==> src/rtl/lsu.sv <==
// Load/store unit: one outstanding core request, one req/ack access to the data RAM.
// Handles little-endian lane selection, store replication, load extension and fault detection.
module lsu #(
  parameter int MEM_AW = 10
) (
  input  logic              clk,
  input  logic              rst,
  input  logic              req_valid,
  output logic              req_ready,
  input  logic              req_store,
  input  logic [2:0]        req_funct3,
  input  logic [31:0]       req_addr,
  input  logic [31:0]       req_wdata,
  output logic              resp_valid,
  output logic [31:0]       resp_rdata,
  output logic              resp_fault,
  output logic              mem_req,
  output logic              mem_we,
  output logic [MEM_AW-1:0] mem_addr,
  output logic [3:0]        mem_be,
  output logic [31:0]       mem_wdata,
  input  logic              mem_ack,
  input  logic [31:0]       mem_rdata
);

  // Handshakes: core side accepts on req_valid && req_ready; RAM side holds mem_req
  // with stable mem_* until the edge where mem_ack is sampled high.
  typedef enum logic [1:0] {IDLE, ACCESS, RESP} state_e;

  state_e              state_q;
  logic                req_ready_q, resp_valid_q, resp_fault_q, mem_req_q, mem_we_q;
  logic [31:0]         resp_rdata_q, mem_wdata_q;
  logic [MEM_AW-1:0]   mem_addr_q;
  logic [3:0]          mem_be_q;
  logic                store_q;
  logic [2:0]          f3_q;
  logic [1:0]          off_q;

  logic                fault_d;
  logic [3:0]          be_d;
  logic [31:0]         wdata_d;
  logic [31:0]         shifted;
  logic [31:0]         load_d;
  logic                unused_addr;

  assign unused_addr = ^req_addr[31:MEM_AW+2];

  always_comb begin
    fault_d = 1'b0;
    if (req_funct3 == 3'b011 || req_funct3 == 3'b110 || req_funct3 == 3'b111) fault_d = 1'b1;
    if (req_store && req_funct3[2]) fault_d = 1'b1;
    if (req_funct3[1:0] == 2'b01 && req_addr[0]) fault_d = 1'b1;
    if (req_funct3[1:0] == 2'b10 && req_addr[1:0] != 2'b00) fault_d = 1'b1;
  end

  always_comb begin
    be_d    = 4'b1111;
    wdata_d = req_wdata;
    case (req_funct3[1:0])
      2'b00: begin
        be_d    = 4'b0001 << req_addr[1:0];
        wdata_d = {4{req_wdata[7:0]}};
      end
      2'b01: begin
        be_d    = req_addr[1] ? 4'b1100 : 4'b0011;
        wdata_d = {2{req_wdata[15:0]}};
      end
      default: ;
    endcase
  end

  // Addressed byte/half is brought down to bit 0 before extension.
  assign shifted = mem_rdata >> {off_q, 3'b000};

  always_comb begin
    load_d = shifted;
    case (f3_q)
      3'b000:  load_d = {{24{shifted[7]}}, shifted[7:0]};
      3'b001:  load_d = {{16{shifted[15]}}, shifted[15:0]};
      3'b100:  load_d = {24'd0, shifted[7:0]};
      3'b101:  load_d = {16'd0, shifted[15:0]};
      default: ;
    endcase
  end

  always_ff @(posedge clk) begin
    if (rst) begin
      state_q      <= IDLE;
      req_ready_q  <= 1'b1;
      resp_valid_q <= 1'b0;
      resp_fault_q <= 1'b0;
      resp_rdata_q <= 32'd0;
      mem_req_q    <= 1'b0;
      mem_we_q     <= 1'b0;
      mem_addr_q   <= '0;
      mem_be_q     <= 4'd0;
      mem_wdata_q  <= 32'd0;
      store_q      <= 1'b0;
      f3_q         <= 3'd0;
      off_q        <= 2'd0;
    end else begin
      case (state_q)
        IDLE: begin
          if (req_valid) begin
            store_q     <= req_store;
            f3_q        <= req_funct3;
            off_q       <= req_addr[1:0];
            mem_addr_q  <= req_addr[MEM_AW+1:2];
            mem_be_q    <= be_d;
            mem_wdata_q <= wdata_d;
            req_ready_q <= 1'b0;
            if (fault_d) begin
              state_q      <= RESP;
              resp_valid_q <= 1'b1;
              resp_fault_q <= 1'b1;
              resp_rdata_q <= 32'd0;
            end else begin
              state_q   <= ACCESS;
              mem_req_q <= 1'b1;
              mem_we_q  <= req_store;
            end
          end
        end
        ACCESS: begin
          if (mem_ack) begin
            state_q      <= RESP;
            mem_req_q    <= 1'b0;
            mem_we_q     <= 1'b0;
            resp_valid_q <= 1'b1;
            resp_fault_q <= 1'b0;
            resp_rdata_q <= store_q ? 32'd0 : load_d;
          end
        end
        RESP: begin
          state_q      <= IDLE;
          resp_valid_q <= 1'b0;
          req_ready_q  <= 1'b1;
        end
        default: state_q <= IDLE;
      endcase
    end
  end

  assign req_ready  = req_ready_q;
  assign resp_valid = resp_valid_q;
  assign resp_fault = resp_fault_q;
  assign resp_rdata = resp_rdata_q;
  assign mem_req    = mem_req_q;
  assign mem_we     = mem_we_q;
  assign mem_addr   = mem_addr_q;
  assign mem_be     = mem_be_q;
  assign mem_wdata  = mem_wdata_q;

endmodule

==> config.mk <==
export PLATFORM = sky130hd
export DESIGN_NAME = lsu
export DESIGN_NICKNAME = d
export VERILOG_FILES = /design/src/rtl/lsu.sv
export SDC_FILE = /design/constraint.sdc
export NUM_CORES = 1
export LEC_CHECK = 0
export ABC_CLOCK_PERIOD_IN_PS = 2710
export CELL_PAD_IN_SITES_DETAIL_PLACEMENT = 0
export CELL_PAD_IN_SITES_GLOBAL_PLACEMENT = 1
export CORE_MARGIN = 2
export CORE_UTILIZATION = 33
export CTS_BUF_LIST = sky130_fd_sc_hd__clkbuf_16
export CTS_CLUSTER_SIZE = 16
export DETAILED_ROUTE_END_ITERATION = 10
export PLACE_DENSITY_LB_ADDON = 0.15
export SYNTH_ARGS = -nofsm -noshare
export SYNTH_HDL_FRONTEND = slang
export SYNTH_SLANG_ARGS = --single-unit
==> constraint.sdc <==
create_clock -name clk -period 2.71 [get_ports clk]
set_input_delay 0.4065 -clock clk [delete_from_list [all_inputs] [get_ports clk]]
set_output_delay 0.4065 -clock clk [all_outputs]
set_load 0.02 [all_outputs]
======== After elaboration in Yosys (flattened, before gate mapping) ========
Index checks and enable logic that the tools add are counted.
Widths: inputs -> output; s select.
word-level totals
  register bits ........................... 91
  input port bits ......................... 104
  output and inout port bits .............. 83
  logic and storage cells ................. 78
cells by class
  eq/ne operators ......................... 14
  shift-type cells ........................ 2
  mux-type cells .......................... 31
  reduce and logical (&&, ||, !) cells .... 18
operators by type and width
  cell                 count
  $mux 32              4
  $pmux 32 s2          2
  $pmux 32 s4          1
  $shr 32x5->32        1
  $mux 1               13
  $eq 3x3->1 const B   4
  $reduce_and 4->1     3
  $ne 2x2->1 const B   4
  $pmux 1 s2           4
  $pmux 4 s2           1
  $mux 2               3
  $reduce_and 2->1     3
  $reduce_bool 2->1    3
  $eq 2x1->1 const B   2
  $eq 2x2->1 const B   2
  $logic_not 2->1      2
  $mux 4               1
  $pmux 2 s2           1
  $shl 1x2->4 const A  1
  $eq 3x1->1 const B   1
  $eq 3x2->1 const B   1
  $logic_and 1x1->1    3
  $logic_not 3->1      1
  $pmux 1 s3           1
  other kinds (2)      3

======== Logic depth before layout (Yosys ltp) ========
Gate-level depths: netlist of run 1.
  depth in word-level cells ............... 10
  depth in mapped cells ................... 8
  mapped depth without buffers ............ 6

======== Worst setup path after synthesis of run 1 ========
Ideal clock, no wire load.
  kind .................................... reg2reg
  start point ............................. register state_q[0]
  end point ............................... register resp_rdata_q[16] (netlist: resp_rdata[16])
  setup time .............................. 0.117 ns
  arrival ................................. 1.621 ns
  data required time ...................... 2.593 ns
  setup slack ............................. 0.973 ns
  cell stages (with the launch flop) ...... 9
  period minus slack after synthesis ...... 1.737 ns
  path through ............................ dfxtp_1 > inv_1 > ha_1 > buf_1 > nor2_1 > a21oi_1 > a21oi_4 > buf_6 > a22o_1
on the way
  longest elaborated chain between the ends .. 3
ends and longest elaborated chain
  element                                                           RTL line  RTL
  start, declared                                                   30        state_e state_q;
  start signal, assigned                                            88        state_q <= IDLE;
  start signal, assigned                                            113       state_q <= RESP;
  start signal, assigned                                            118       state_q <= ACCESS;
  $eq 2x1->1 or $logic_not 2->1 (tied branches)                     102       case (state_q)
  $ne 2x2->1 (no source line) or $reduce_bool 2->1 (tied branches)  -
  $reduce_and 4->1 (no source line)                                 -
  end signal, assigned                                              131       resp_rdata_q <= store_q ? 32'd0 : load_d;
  end, declared                                                     32        logic [31:0] resp_rdata_q, mem_wdata_q;
Several ways; a longest one is shown, not always the timed one.
A chain may end at the register's enable or synchronous reset.

======== Worst setup path in the final report of run 1 ========
  start point ............................. input req_addr[0]
  end point ............................... register resp_rdata_q[22] (netlist: resp_rdata[22])
on the way
  longest elaborated chain between the ends .. 5
ends and longest elaborated chain
  element                                                 RTL line  RTL
  start, declared                                         12        input logic [31:0] req_addr,
  $logic_and 1x1->1 or $reduce_bool 2->1 (tied branches)  52, 53
  $mux 1 or $logic_and 1x1->1 (tied branches)             52, 53
  $mux 1 (*)                                              53        if (req_funct3[1:0] == 2'b10 && req_addr[1:0] != 2'b00) fault_d = 1'b1;
  $ne 2x2->1 (no source line) (*)                         -
  $reduce_and 4->1 (no source line) (*)                   -
Every way passes the cells marked *; elsewhere a longest branch is shown, timed or not.

==> results_dict.tcl, run 1 <==
set metrics [dict create \
    status "finished, final reports clean" \
    drt_first_pass_iters 8 \
    synth_cell_types 53 \
    cp.required_ns 2.99 \
    hp-class "reg2reg" \
    ys_ff_latch 91 \
    end_kind "register" \
    clkTransAtPathRegs_ns 0.06 \
    rrSetupSlack_ns 0.64 \
    drv_slew 0 \
    fillers 1284 \
    netlist_area_um2 4400 \
    vias 4139 \
    cts_tree "done" \
    grt_util_all_layers_pct 18.7 \
    wl_um 13400 \
    p_per_area_nw_per_um2 577 \
    port_buffers 166 \
    cts_resized 0 \
    worstPathMaxFanout 16 \
    critPathKind "in2reg" \
    regArea_um2 1820 \
    clk-insertion-delay-late_ns 0.34 \
    period_share_pct 79.7 \
    viasPerCell 5.05 \
    p_sw_uw 1160 \
    grt.overflow.total 0 \
    grt_max_degree 69 \
    postCtsSetupBuffers 0 \
    rows 42 \
    wire_per_inst_um 16.3 \
    core_um2 13100 \
    dpl_worst_slack_ns 0.187 \
    fin_nets 747 \
    synthMuxAreaShare_pct 8.90 \
    synth-xor-area-share_pct 0 \
    clockRootBuffer "clkbuf_16" \
    clock_sinks 91 \
    dp_hpwl_um 9600 \
    die_y_um 119 \
    worstMarginPinSlew_ns 0.711 \
    synth_top_family_by_area "compound AO/OA/AOI/OAI gates" \
    ant_nets 0 \
    whs_endpoint "mem_wdata[0]" \
    syn_nets 603 \
    p_leak_uw 0.00232 \
    crit_arrival_ns 2.45 \
    synth-edff-count 0 \
    cts-htree-levels 3 \
    pin_count 187 \
    multi_input_area_um2 2340 \
    synth_cells 496 \
    clkPwrFrac_pct 29.7 \
    placed_cell_area_um2 6170 \
    p_seq_share_pct 40.7 \
    holdPathStages 2 \
    setup_slack_ns 0.549 \
    finalCriticalPeriod_ns 2.16 \
    fin_setup_tns_ns 0 \
    grt_pass1_wl_um 21100 \
    antenna_cells 0 \
    hold_viol 0 \
    p_comb_share_pct 29.5 \
    yosysWarnings 0 \
    final_area_um2 6420 \
    initial_utilization_pct 33.5 \
    grt_antenna_before_repair 0 \
    intPower_uw 2540 \
    synth-compound-area-share_pct 27.7 \
    start_kind "primary input" \
    die_area_um2 14300 \
    drt-initial-drc-count 221 \
    hold_ws_ns 0.453 \
    clock_path_buffers 2 \
    fmax_mhz 463 \
    ir_drop_v 0.000319 \
    area_growth_pct 45.9 \
    synth-simple-area-share_pct 15.8 \
    rr_startpoint "state_q[0]" \
    slew-limit-headroom_pct 52.6 \
    hold_buffers 0 \
    synthFlopType "dfxtp_1" \
    gp_congestion 0.800 \
    setup_violations 0 \
    post-route-drc-count 0 \
    synthAdderAreaFrac_pct 0.853 \
    fin_worst_skew_ns 0.00343 \
    async_flop_share_pct 0 \
    syn_avg_cell_area_um2 8.87 \
    swShare_pct 31.4 \
    post_route_cells_drive_above_1_share_pct 7.45 \
    rsz0062_at_grt "false" \
    maxCapViolCount 0 \
    grt_pass1_vias 4063 \
    cts_made_buffers 9 \
    hold_start "mem_wdata[0]" \
    worstRegToRegCells 6 \
    die_w_um 119 \
    r2r-end "resp_rdata[8]" \
    synth_seq_area_share_pct 41.4 \
]
==> layer usage <==
layer  vias to the layer above  global-route usage (%)  wire (um)
met5                         -                       0          0
met4                         0                    5.00        140
met3                        11                    7.38        961
met2                       105                    29.5       6270
met1                      1938                    23.9       5990
li1                       2085                       -          -
==> cell type report <==
| class | instances | area share, % |
|---|---|---|
| clock buffer | 9 | 3.51 |
| clock inverter | 6 | 0.390 |
| inverter | 5 | 0.292 |
| multi-input combinational | 356 | 36.5 |
| sequential | 91 | 28.4 |
| tap | 176 | 3.43 |
| timing repair buffer | 177 | 27.5 |
==> Yosys cell counts, types with 2 or more instances <==
| master | number | area share [%] |
|---|---|---|
| mux2i_1 | 32 | 7.3 |
| ha_1 | 3 | 0.85 |
| inv_1 | 5 | 0.43 |
| a32o_1 | 7 | 1.6 |
| nand2b_1 | 5 | 0.71 |
| o2bb2ai_1 | 15 | 3.0 |
| buf_6 | 4 | 1.0 |
| clkbuf_1 | 23 | 2.0 |
| nor2_1 | 29 | 2.5 |
| buf_4 | 2 | 0.34 |
| o2bb2ai_2 | 8 | 2.7 |
| buf_1 | 5 | 0.43 |
| mux2_2 | 3 | 0.77 |
| o21ai_0 | 19 | 2.2 |
| nand2_1 | 93 | 7.9 |
| a211oi_1 | 12 | 2.0 |
| dfxtp_1 | 91 | 41 |
| o22ai_1 | 8 | 1.1 |
| or3_1 | 2 | 0.28 |
| a311oi_1 | 8 | 1.6 |
| nor2b_1 | 11 | 1.6 |
| a211o_1 | 7 | 1.4 |
| a21oi_1 | 45 | 5.1 |
| buf_2 | 10 | 1.1 |
| a31oi_1 | 2 | 0.28 |
| o21bai_1 | 2 | 0.34 |
| a22o_1 | 18 | 3.6 |
| o21ai_1 | 2 | 0.23 |
==> critical path, cell delays in order <==
cell             delay (ns)
clkdlybuf4s50_1        0.65
a221oi_2               0.16
o21ai_2                0.21
nor4b_4                0.54
buf_4                  0.32
a22o_1                 0.15
==> how the worst max path moves through the flow <==
stage           startpoint        endpoint  slack (ns)  depth (start not counted)
2_1_floorplan   state_q[0]  resp_rdata[16]        0.97                          8
3_3_place_gp     req_valid  resp_rdata[10]        0.26                          5
3_5_place_dp   req_addr[0]  resp_rdata[13]        0.19                          5
4_1_cts        req_addr[0]  resp_rdata[13]        0.54                          5
5_1_grt        req_addr[0]  resp_rdata[19]        0.45                          6
6_report       req_addr[0]  resp_rdata[22]        0.55                          6
==> cells in the final DEF, fill, tap and decap left out, types with 2 or more instances in the layout <==
master	count
inv_1	6
o2bb2ai_1	15
a21oi_1	45
buf_12	2
or3_1	2
a31oi_1	2
buf_4	9
clkinv_1	3
o21bai_1	2
nor2_1	29
a311oi_1	8
mux2i_1	32
a32o_1	7
dfxtp_1	91
mux2_2	3
o2bb2ai_2	8
a22o_1	18
o21ai_1	2
a211o_1	7
a211oi_1	12
clkbuf_16	9
clkinv_2	2
o21ai_0	19
nor2b_1	11
nand2b_1	5
o22ai_1	8
ha_1	3
nand2_1	93
clkdlybuf4s50_1	165
==> registers in the layout (all words and copies together), names as in the netlist <==
name,flops
state_q,2
mem_wdata,32
resp_valid,1
off_q,2
store_q,1
mem_addr,10
f3_q,3
mem_we,1
resp_fault,1
mem_req,1
resp_rdata,32
mem_be,4
req_ready,1
==> metrics by stage <==
step	power [uW]	util, %	instances
after floorplan	2180	-	496
after global placement	2620	47.0	805
after detailed placement	2630	47.0	805
after CTS	3750	48.9	820
after global routing	3930	48.9	820
final	3700	48.9	820
==> power by group through the flow <==
stage,sequential (uW),combinational (uW),clock [uW]
finish,1510,1090,1100
global route,1520,1190,1220
CTS,1510,1100,1140
detailed placement,1540,1100,0
global placement,1530,1090,0
floorplan,1640,540,0
==> logic make-up (layout without fill, tap and decap cells) <==
logic type	count (synthesis)	after routing
fa+ha+maj	3	3
simple gates	154	154
buf+inv	49	197
compound gates	162	162
flops	91	91
mux	37	37
No activity file was read; power rests on OpenSTA's default activity.
==> inputs of run 2 (changes only) <==
ABC_CLOCK_PERIOD_IN_PS = 1700   (was 2710)
CORE_UTILIZATION = 28   (was 33)
clock period = 1.7 ns   (was 2.71 ns; I/O delays follow)
==> run 2 against run 1 <==
  * The flow now finishes with violations (negative setup slack)
  * Utilization down 2.4 points
  * Sequential share of layout area down 2.6 points
  * Worst setup slack worse by 0.55 ns
  * Clock skew up 0.0047 ns
  * Non-clock buffer count up 45
  * Register-to-register slack worse by 0.64 ns
  * Via count up 5.8%
  * Sequential cell count unchanged
  * Critical path type is now reg2reg
==> results_dict.tcl, run 2 (synthesized netlist as in run 1, its figures left out) <==
set metrics [dict create \
    status "finished, violations left" \
    violations "negative setup slack" \
    hp-class "in2reg" \
    ir_drop_v 0.000640 \
    clock_path_buffers 2 \
    initial_utilization_pct 28.8 \
    cp.required_ns 1.98 \
    post-route-drc-count 0 \
    hold_viol 0 \
    crit_arrival_ns 1.98 \
    setup_violations 1 \
    cts_made_buffers 9 \
    grt_max_degree 49 \
    setup_slack_ns -0.000373 \
    final_common_cell "clkdlybuf4s50_1" \
    final_area_um2 7090 \
    placed_cell_area_um2 6550 \
    p_leak_uw 0.00263 \
    viasPerCell 4.86 \
    intPower_uw 4580 \
    final_util_pct 46.5 \
    area_growth_pct 61.2 \
    grt_antenna_before_repair 0 \
    hold_buffers 0 \
    rows 45 \
    worstMarginPinSlew_ns 0.544 \
    antenna_cells 0 \
    rsz0062_at_grt "true" \
    cts-htree-levels 3 \
    post_route_cells_drive_above_1_share_pct 16.2 \
    fin_nets 793 \
    grt_pass1_vias 4412 \
    clk-insertion-delay-late_ns 0.35 \
    drt-initial-drc-count 223 \
    drt_first_pass_iters 4 \
    gp_congestion 0.828 \
    cts_tree "done" \
    swShare_pct 30.7 \
    hold_ws_ns 0.411 \
    wire_per_inst_um 17.0 \
    grt_pass1_wl_um 23700 \
    clkPwrFrac_pct 32.3 \
    final_cell_mix "clkdlybuf4s50_1, nand2_1, dfxtp_1, a21oi_1, buf_4" \
    end_kind "register" \
    period_share_pct 100 \
    die_area_um2 16700 \
    p_sw_uw 2030 \
    p_per_area_nw_per_um2 934 \
    clockRootBuffer "clkbuf_16" \
    port_buffers 166 \
    clock_sinks 91 \
    finalCriticalPeriod_ns 1.70 \
    start_kind "register" \
    fmax_mhz 588 \
    worstPathMaxFanout 8 \
    core_um2 15300 \
    vias 4379 \
    grt.overflow.total 0 \
    critPathKind "reg2reg" \
    p_seq_share_pct 36.3 \
    grt_util_all_layers_pct 18.3 \
    slew-limit-headroom_pct 63.7 \
    wl_um 15300 \
    fin_worst_skew_ns 0.00814 \
    dp_hpwl_um 10900 \
    die_y_um 129 \
    maxCapViolCount 0 \
    drv_slew 0 \
    die_w_um 129 \
    clkTransAtPathRegs_ns 0.06 \
    p_comb_share_pct 31.4 \
    ant_nets 0 \
    pin_count 187 \
]
## run 2: routing by layer
layer,GRT usage (%),up-vias,part of all wire [%]
met5,0,-,0
met4,5.82,0,1.8
met3,6.03,21,7.0
met2,30.6,130,48
met1,22.4,2044,43
li1,-,2184,-
## run 2: through the flow
step	total power (uW)	std cells	setup TNS (ns)	worst slack [ns]
after detailed placement	4400	877	-25.16	-0.821
after global placement	4370	877	-25.25	-0.814
after CTS	6620	900	0	0.00326
final	6620	901	-0.000373	-0.000373
after floorplan	3470	496	0	0.0326
after global routing	6960	901	-0.725	-0.0523
## run 2: power groups by stage
stage	registers [uW]	logic, uW	clock network (uW)
after CTS	2400	2020	2200
after detailed placement	2440	1950	0
final	2400	2080	2140
after global placement	2440	1930	0
after floorplan	2610	864	0
after global routing	2430	2250	2290
## run 2: what timing repair did
action                                  CTS  global route
endpoints found under the setup margin   36            37
buffers inserted                          8             0
pin swaps                                10             8
hold endpoints to repair                  0             0
cloned                                    1             1
resized for setup                        23            11
## run 2: path summary, 6_finish.rpt
check | from | end | depth (start not counted) | slack (ns)
max | state_q[1] | resp_rdata[9] | 7 | -0.0004
min | rst | state_q[0] | 3 | 0.41
max reg2reg | state_q[1] | resp_rdata[9] | 7 | -0.0004
min reg2reg | mem_addr[7] | mem_addr[7] | 2 | 0.46
## run 2: cell type report
class / instances / area [um2]
clock inverter: 6 / 82.6
timing repair buffer: 222 / 2200
fill: 1460 / 8170
tap: 211 / 264
inverter: 5 / 21.3
clock buffer: 9 / 225
multi-input combinational: 357 / 2470
sequential: 91 / 1820
## run 2: critical path, cell delays in order (launching register included)
cell and delay (ns):
dfxtp_2 0.35, inv_4 0.05, ha_4 0.17, buf_6 0.12
o21ai_4 0.08, buf_6 0.12, or4b_4 0.56, o2bb2ai_2 0.17
==> inputs of run 3 (changes only) <==
SETUP_SLACK_MARGIN = 0.2   (was not set)
==> run 3 against run 2 <==
  * The run now ends clean
  * Clock skew grew 0.0037 ns
  * Register-to-register slack gained 0.06 ns
  * Non-clock buffer count is the same
  * Highest routed layer unchanged
==> results_dict.tcl, run 3 (synthesized netlist as in run 1, its figures left out) <==
set metrics [dict create \
    status "finished, final reports clean" \
    fin_worst_skew_ns 0.0119 \
    vias 4424 \
    cp_num_buf_inv 2 \
    end_kind "register" \
    worstPathMaxFanout 8 \
    cts-htree-levels 3 \
    maxCapViolCount 0 \
    clk-insertion-delay-late_ns 0.36 \
    clock_sinks 91 \
    cp.required_ns 1.98 \
    p_per_area_nw_per_um2 920 \
    core_um2 15300 \
    rsz0062_at_grt "true" \
    cts_tree "done" \
    finalCriticalPeriod_ns 1.64 \
    fmax_mhz 610 \
    die_w_um 129 \
    final_cell_mix "nand2_1, dlygate4sd2_1, dfxtp_1, clkdlybuf4s50_1, a21oi_1" \
    critPathKind "reg2reg" \
    gp_congestion 0.816 \
    fillers 1523 \
    die_area_um2 16700 \
    rrSetupSlack_ns 0.06 \
    total_power_uw 6670 \
    setup_violations 0 \
    start_kind "register" \
    viasPerCell 4.90 \
    drt-initial-drc-count 222 \
    clkTransAtPathRegs_ns 0.07 \
    hold_viol 0 \
    slowest_stage "or4b_4" \
    hold_ws_ns 0.435 \
    pin_count 187 \
    cts_made_buffers 9 \
    grt_antenna_before_repair 0 \
    fin_nets 793 \
    rows 45 \
    post-route-drc-count 0 \
    die_y_um 129 \
    initial_utilization_pct 28.8 \
    worstPathCellList "inv_4 > ha_4 > nand2b_4 > nand3_4 > or4b_4 > buf_8 > o2bb2ai_2" \
    cpPeakStageDelay_ns 0.53 \
    grt_util_all_layers_pct 18.5 \
    wl_um 15700 \
    slew-limit-headroom_pct 61.8 \
    grt_pass1_wl_um 23800 \
    drv_slew 0 \
    port_buffers 166 \
    wire_per_inst_um 17.4 \
    p_leak_uw 0.00306 \
    grt_max_degree 47 \
    clock_path_buffers 2 \
    post_route_cells_drive_above_1_share_pct 19.1 \
    dpl_worst_slack_ns -0.907 \
    hp-class "in2reg" \
    area_growth_pct 64.9 \
    clockRootBuffer "clkbuf_16" \
    antenna_cells 0 \
    grt_pass1_vias 4447 \
    ir_drop_v 0.000545 \
    crit_arrival_ns 1.92 \
    crit_family "simple AND/OR/NAND/NOR gates" \
    grt.overflow.total 0 \
    period_share_pct 96.5 \
    setup_slack_ns 0.0600 \
    final_common_cell "nand2_1" \
    ant_nets 0 \
    dp_hpwl_um 10600 \
    worstMarginPinSlew_ns 0.574 \
    drt_first_pass_iters 4 \
]
-- run 3: final cells by class --
type | count | area, um2 | area share (%)
Tap cell | 211 | 264 | 3.64
Timing Repair Buffer | 222 | 2250 | 31.0
Clock buffer | 9 | 225 | 3.11
Multi-Input combinational cell | 357 | 2590 | 35.7
Sequential cell | 91 | 1830 | 25.2
Inverter | 5 | 23.8 | 0.328
Clock inverter | 7 | 76.3 | 1.05
-- run 3: what timing repair did --
action | 4_1_cts | 5_1_grt
setup endpoints to repair | 143 | 84
gates resized for setup | 123 | 16
pin swaps | 9 | 22
buffers inserted | 9 | 2
hold buffers | 0 | 0
cloned | 4 | 3
-- run 3: worst register-to-register path: stages (launching register included) --
cell and delay (ns):
dfxtp_2 0.36, inv_4 0.05, ha_4 0.19, nand2b_4 0.09, nand3_4 0.08, or4b_4 0.53
buf_8 0.16, o2bb2ai_2 0.12
-- run 3: worst paths after layout --
kind	start	to	depth (start not counted)
min	rst	state_q[0]	3
min reg2reg	mem_addr[8]	mem_addr[8]	2
max	state_q[1]	resp_rdata[9]	7
max reg2reg	state_q[1]	resp_rdata[9]	7
-- run 3: routing by layer --
layer  up-vias  wire length (um)  GRT usage (%)
li1       2189                 -              -
met1      2080              6690           22.5
met2       136              7560           30.7
met3        19              1180           6.98
met4         0               251           5.37
met5         -                 0              0
-- run 3: where the power goes --
part | total (uW) | switching [uW] | internal, uW
logic | 2210 | 1140 | 1070
registers | 2400 | 103 | 2300
clock network | 2060 | 911 | 1150
total | 6670 | 2160 | 4510
-- run 3: stage by stage --
step | cells | setup TNS, ns | area (um2) | utilization (%)
after floorplan | 496 | 0 | 4490 | -
after global placement | 868 | -27.39 | 6560 | 43.0
after detailed placement | 868 | -28.84 | 6560 | 43.0
after CTS | 897 | 0 | 7090 | 46.5
after global routing | 902 | 0 | 7250 | 47.5
final | 902 | 0 | 7250 | 47.5
